==> src/rtl/vga_pkg.sv <==
// 640x480 VGA timing constants, derived sync windows and the shared coordinate/colour types.
package vga_pkg;

    typedef logic [10:0] coord_t;
    typedef logic [23:0] rgb_t;

    localparam coord_t H_ACTIVE = 11'd640;
    localparam coord_t H_FP     = 11'd16;
    localparam coord_t H_SYNC   = 11'd96;
    localparam coord_t H_BP     = 11'd48;
    localparam coord_t V_ACTIVE = 11'd480;
    localparam coord_t V_FP     = 11'd10;
    localparam coord_t V_SYNC   = 11'd2;
    localparam coord_t V_BP     = 11'd33;

    localparam coord_t H_TOTAL  = H_ACTIVE + H_FP + H_SYNC + H_BP;
    localparam coord_t V_TOTAL  = V_ACTIVE + V_FP + V_SYNC + V_BP;

    // Sync windows are half-open: START is the first low count, END the first high one.
    localparam coord_t HS_START = H_ACTIVE + H_FP;
    localparam coord_t HS_END   = HS_START + H_SYNC;
    localparam coord_t VS_START = V_ACTIVE + V_FP;
    localparam coord_t VS_END   = VS_START + V_SYNC;

    // Eight 80-pixel colour bars: white, yellow, cyan, green, magenta, red, blue, black.
    function automatic rgb_t bar_color(coord_t x);
        rgb_t color;
        if      (x < 11'd80)  color = 24'hFFFFFF;
        else if (x < 11'd160) color = 24'hFFFF00;
        else if (x < 11'd240) color = 24'h00FFFF;
        else if (x < 11'd320) color = 24'h00FF00;
        else if (x < 11'd400) color = 24'hFF00FF;
        else if (x < 11'd480) color = 24'hFF0000;
        else if (x < 11'd560) color = 24'h0000FF;
        else                  color = 24'h000000;
        return color;
    endfunction

endpackage

==> src/rtl/vga_timing_counter.sv <==
// Pixel-rate divider followed by the horizontal and vertical raster counters.
module vga_timing_counter
    import vga_pkg::*;
#(
    parameter int CLK_DIV = 2
) (
    input  logic   clk,
    input  logic   rst,
    output logic   pix_tick,
    output coord_t div,
    output coord_t hcount,
    output coord_t vcount,
    output logic   wrap
);

    localparam coord_t DIV_LAST = coord_t'(CLK_DIV - 1);
    localparam coord_t H_LAST   = H_TOTAL - 11'd1;
    localparam coord_t V_LAST   = V_TOTAL - 11'd1;

    logic line_end;
    logic frame_end;

    always_comb begin
        pix_tick  = (div == DIV_LAST);
        line_end  = (hcount == H_LAST);
        frame_end = (vcount == V_LAST);
        wrap      = line_end && frame_end;
    end

    // NOTE: registers take non-blocking assignments so every always_ff reads pre-edge values.
    always_ff @(posedge clk) begin
        if (rst) begin
            div    <= '0;
            hcount <= '0;
            vcount <= '0;
        end else if (pix_tick) begin
            div <= '0;
            if (line_end) begin
                hcount <= '0;
                vcount <= frame_end ? '0 : vcount + 11'd1;
            end else begin
                hcount <= hcount + 11'd1;
            end
        end else begin
            div <= div + 11'd1;
        end
    end

endmodule

==> src/rtl/vga_controller.sv <==
// 640x480 VGA controller: raster counters, registered sync/blank/colour, DAC pixel clock.
// Optional colour-bar generator with a pattern_sel input when VGA_TEST_PATTERN_EN is defined.
module vga_controller
    import vga_pkg::*;
#(
    parameter int CLK_DIV = 2
) (
    input  logic        clk,
    input  logic        rst,
    input  logic [23:0] in_color,
`ifdef VGA_TEST_PATTERN_EN
    input  logic        pattern_sel,
`endif
    output logic [10:0] pixelx,
    output logic [10:0] pixely,
    output logic [7:0]  r,
    output logic [7:0]  g,
    output logic [7:0]  b,
    output logic        hsync,
    output logic        vsync,
    output logic        blank_n,
    output logic        vga_clk,
    output logic        frame_start
);

    localparam coord_t VGA_CLK_HIGH = coord_t'(CLK_DIV / 2);

    logic   pix_tick;
    logic   wrap;
    coord_t div;
    coord_t div_next;
    coord_t hcount;
    coord_t vcount;
    logic   active;
    logic   hs_zone;
    logic   vs_zone;
    rgb_t   src_color;

    vga_timing_counter #(
        .CLK_DIV (CLK_DIV)
    ) u_timing (
        .clk      (clk),
        .rst      (rst),
        .pix_tick (pix_tick),
        .div      (div),
        .hcount   (hcount),
        .vcount   (vcount),
        .wrap     (wrap)
    );

    assign pixelx = hcount;
    assign pixely = vcount;

    // NOTE: every variable here is assigned on every path, so no latch is inferred.
    always_comb begin
        div_next = pix_tick ? '0 : div + 11'd1;
        active   = (hcount < H_ACTIVE) && (vcount < V_ACTIVE);
        hs_zone  = (hcount >= HS_START) && (hcount < HS_END);
        vs_zone  = (vcount >= VS_START) && (vcount < VS_END);
`ifdef VGA_TEST_PATTERN_EN
        src_color = pattern_sel ? bar_color(hcount) : in_color;
`else
        src_color = in_color;
`endif
    end

    // The pixel clock follows the divider value the counter is about to hold.
    always_ff @(posedge clk) begin
        if (rst) begin
            r           <= '0;
            g           <= '0;
            b           <= '0;
            hsync       <= 1'b1;
            vsync       <= 1'b1;
            blank_n     <= 1'b0;
            vga_clk     <= 1'b0;
            frame_start <= 1'b0;
        end else begin
            vga_clk     <= (div_next >= VGA_CLK_HIGH);
            frame_start <= pix_tick && wrap;
            if (pix_tick) begin
                {r, g, b} <= active ? src_color : 24'h000000;
                hsync     <= !hs_zone;
                vsync     <= !vs_zone;
                blank_n   <= active;
            end
        end
    end

endmodule
==> config.mk <==
export PLATFORM = sky130hd
export DESIGN_NAME = vga_controller
export DESIGN_NICKNAME = d
export VERILOG_FILES = /design/src/rtl/vga_pkg.sv /design/src/rtl/vga_timing_counter.sv /design/src/rtl/vga_controller.sv
export SDC_FILE = /design/constraint.sdc
export NUM_CORES = 1
export LEC_CHECK = 0
export CORE_ASPECT_RATIO = 1.1
export CORE_MARGIN = 2
export CORE_UTILIZATION = 43
export DETAILED_ROUTE_END_ITERATION = 8
export GPL_ROUTABILITY_DRIVEN = 0
export HOLD_SLACK_MARGIN = 0.08
export PLACE_DENSITY = 0.76
export SLEW_MARGIN = 20
export SYNTH_ARGS = -nofsm -noshare
export SYNTH_HDL_FRONTEND = slang
export SYNTH_SLANG_ARGS = --single-unit
==> constraint.sdc <==
create_clock -name clk -period 2.15 [get_ports clk]
set_input_delay 0.3225 -clock clk [delete_from_list [all_inputs] [get_ports clk]]
set_output_delay 0.3225 -clock clk [all_outputs]
set_load 0.05 [all_outputs]
==> metrics.cfg <==
[drt]
vias = 2665
routed.top_layer = met4
wl_met1_mm = 2.98
dr.pass1.iters = 4
totalWireLength_mm = 7.21
drtIter0Drc = 180
detail_route.wl_per_cell_um = 14.8
drc = 0
met3_length_um = 283
via_per_inst = 5.48
drtAntennaViolNets = 0
wl_met2_mm = 3.80

[cells_and_area]
final_layout_size_suffix_gt1_share_pct = 14.3
final_util_pct = 64.5
final_nets = 432
n_antenna_cell = 0
layout-area-overhead-vs-synth_pct = 45.8
fin_cells = 486

[timing]
final_max_slew_viol_count = 0
fmax_mhz = 468
rsz0062_at_grt = true
slew_headroom_pct = 65.0
fin_skew_ns = 0.00891
hold_viol_final = 0
worst-slew-pin-transition_ns = 0.524
fin_crit_sh_pct = 99.3
setup-violations-final = 0
min_period_ns = 2.14

[die]
die_w_um = 79.7
ios = 77
die_y_um = 87.2
coreArea_mm2 = 0.00612
rows = 30
initial_core_util_pct = 44.3
dieArea_mm2 = 0.00695

[synth]
ys_ff_latch = 62
yosysTopAreaCellShare_pct = 45.8
syn-num-nets = 343
syn-mean-instance-area_um2 = 8.68
synth_area_leaders = dfxtp_1, nor2_1, a22oi_1
synthMostInstantiatedCell = dfxtp_1
synth_cells = 312
synth.distinct_cells = 47
synth_common_cells = dfxtp_1, nor2_1, a22oi_1
yosysTopAreaCell = dfxtp_1
ys_warn_count = 0
synth_edf_count = 0
yosysSeqAreaShare_pct = 45.8
synth_flop_cell = dfxtp_1
synthArstFlopShare_pct = 0
syn_area_mm2 = 0.00271

[setup_path]
worstPathArrival_ns = 2.34
path_buf_inv = 0
endpoint = u_timing.vcount[7]
critPathSlowestCell = or4b_1
rrSetupSlack_ns = 0.01
cp-start-kind = register
required_ns = 2.36
cp.depth = 6
rr_startpoint = u_timing.hcount[1]
critPathKind = register to register
reg2regPathDepth = 6
crit_family = simple AND/OR/NAND/NOR gates
crit_chain = ha_4 -> nand4_4 -> or4b_1 -> or4_4 -> o311ai_0 -> o41ai_1
path_max_fanout = 6
crit_start = u_timing.hcount[1]
cpPeakStageDelay_ns = 0.52
timing.rr.end = u_timing.vcount[7]
cp-end-kind = register

[grt]
grt_use_total_pct = 21.5
grt_max_degree = 47
antenna_found_initial = 0
grt_pass1_wl_mm = 11.8
grt_overflow = 0
grt_pass1_vias = 2538

[clocking]
clk_latency_ns = 0.33
postCtsSetupRepairBufs = 0
clkTransAtPathRegs_ns = 0.07
ctsHtreeMaxLevel = 3
cts-root-buf = clkbuf_8
cts.sinks = 62
cts_buffers = 9
cts_tree = done
clockBufferDepth = 2

[pwr]
p_per_area_mw_per_mm2 = 797
fin_total_pwr_mw = 3.15
leakage_nw = 1.40
peakVddDrop_mv = 0.692

[placed_design]
dp_cells = 470
dp_hpwl_mm = 4.81
io_buffers = 76

[run]
drv_cap = 0

[status]
status = finished clean

[hold_path]
hp-class = register to register
hold-path-cell-count = 2

-- placed cells by master, fill, tap and decap left out, types with 2 or more instances in the layout --
cell type | netlist | final
a21oi_1 | 15 | 15
a31oi_1 | 2 | 2
nor4b_1 | 2 | 2
nand4b_1 | 2 | 2
dfxtp_4 | 0 | 2
nor3_1 | 14 | 12
buf_4 | 0 | 18
inv_1 | 8 | 8
xor2_1 | 7 | 7
nor4_1 | 7 | 5
nor3_2 | 0 | 2
xnor2_1 | 12 | 12
ha_1 | 5 | 4
a22oi_1 | 24 | 24
or4_4 | 2 | 2
nor2_1 | 54 | 54
bufinv_16 | 0 | 2
nand4_1 | 9 | 9
dfxtp_2 | 0 | 6
dfxtp_1 | 62 | 54
clkdlybuf4s50_1 | 0 | 76
and4_1 | 2 | 2
or3_1 | 4 | 4
o21ai_0 | 9 | 9
clkbuf_8 | 0 | 11
nand2_1 | 15 | 15
nor4_4 | 0 | 2
nand3_1 | 17 | 17
-- state kept, by name, summed over array words and instances, names as in the netlist --
| name | flops |
|---|---|
| hsync | 1 |
| r | 8 |
| g | 8 |
| blank_n | 1 |
| vga_clk | 1 |
| b | 8 |
| u_timing.div | 11 |
| u_timing.hcount | 11 |
| u_timing.vcount | 11 |
| frame_start | 1 |
| vsync | 1 |
-- kinds of logic after synthesis --
group / share of synthesized area, %
simple gates: 26.7
flops: 45.8
compound gates: 14.1
buf+inv: 4.06
xor+xnor: 6.14
fa+ha+maj: 2.31
mux: 0.785
-- stage by stage --
stage | instance area [um2] | hold slack (ns) | TNS, ns | setup slack (ns)
after global placement | 3680 | 0.453 | 0 | 0.0502
after CTS | 3930 | 0.481 | 0 | 0.00771
final | 3950 | 0.473 | 0 | 0.0146
after detailed placement | 3680 | 0.463 | -0.0113 | -0.0102
after floorplan | 2750 | 0.471 | -0.344 | -0.0698
after global routing | 3950 | 0.505 | -0.151 | -0.0544
-- timing repair --
item                       in CTS  in global routing
hold buffers                    0                  0
setup endpoints to repair       3                  7
resized for setup               3                  4
pin swaps                       0                  1
-- worst min-delay path by stage --
stage	start	to
after floorplan	in_color[0]	b[0]
final	vsync	vsync
after CTS	vsync	vsync
after detailed placement	vsync	vsync
after global placement	vsync	vsync
after global routing	vsync	vsync
-- power by group --
part | switching, mW | leakage [nW] | internal [mW]
Clock | 0.463 | 0.116 | 0.716
Combinational | 0.437 | 0.780 | 0.255
Sequential | 0.0518 | 0.508 | 1.22
-- area by class of cell --
| type | instances | area, um2 |
|---|---|---|
| clock inverters | 5 | 81.3 |
| multi-input cells | 225 | 1420 |
| fillers | 521 | 2170 |
| flip-flops and latches | 62 | 1260 |
| well taps | 80 | 100 |
| repair buffers | 95 | 907 |
| clock buffers | 11 | 151 |
| inverters | 8 | 30.0 |
-- per-layer routing --
layer | global-route usage (%) | vias to the layer above
met1 | 25.9 | 1275
met5 | 0 | -
met4 | 9.72 | 0
met3 | 3.32 | 14
met2 | 37.4 | 75
li1 | - | 1301
-- worst register-to-register path: stages (launching register included) --
cell and delay, ns:
dfxtp_4 0.36, ha_4 0.14, nand4_4 0.09, or4b_1 0.52, or4_4 0.47, o311ai_0 0.29
o41ai_1 0.14
(Power assumes the default switching activity.)
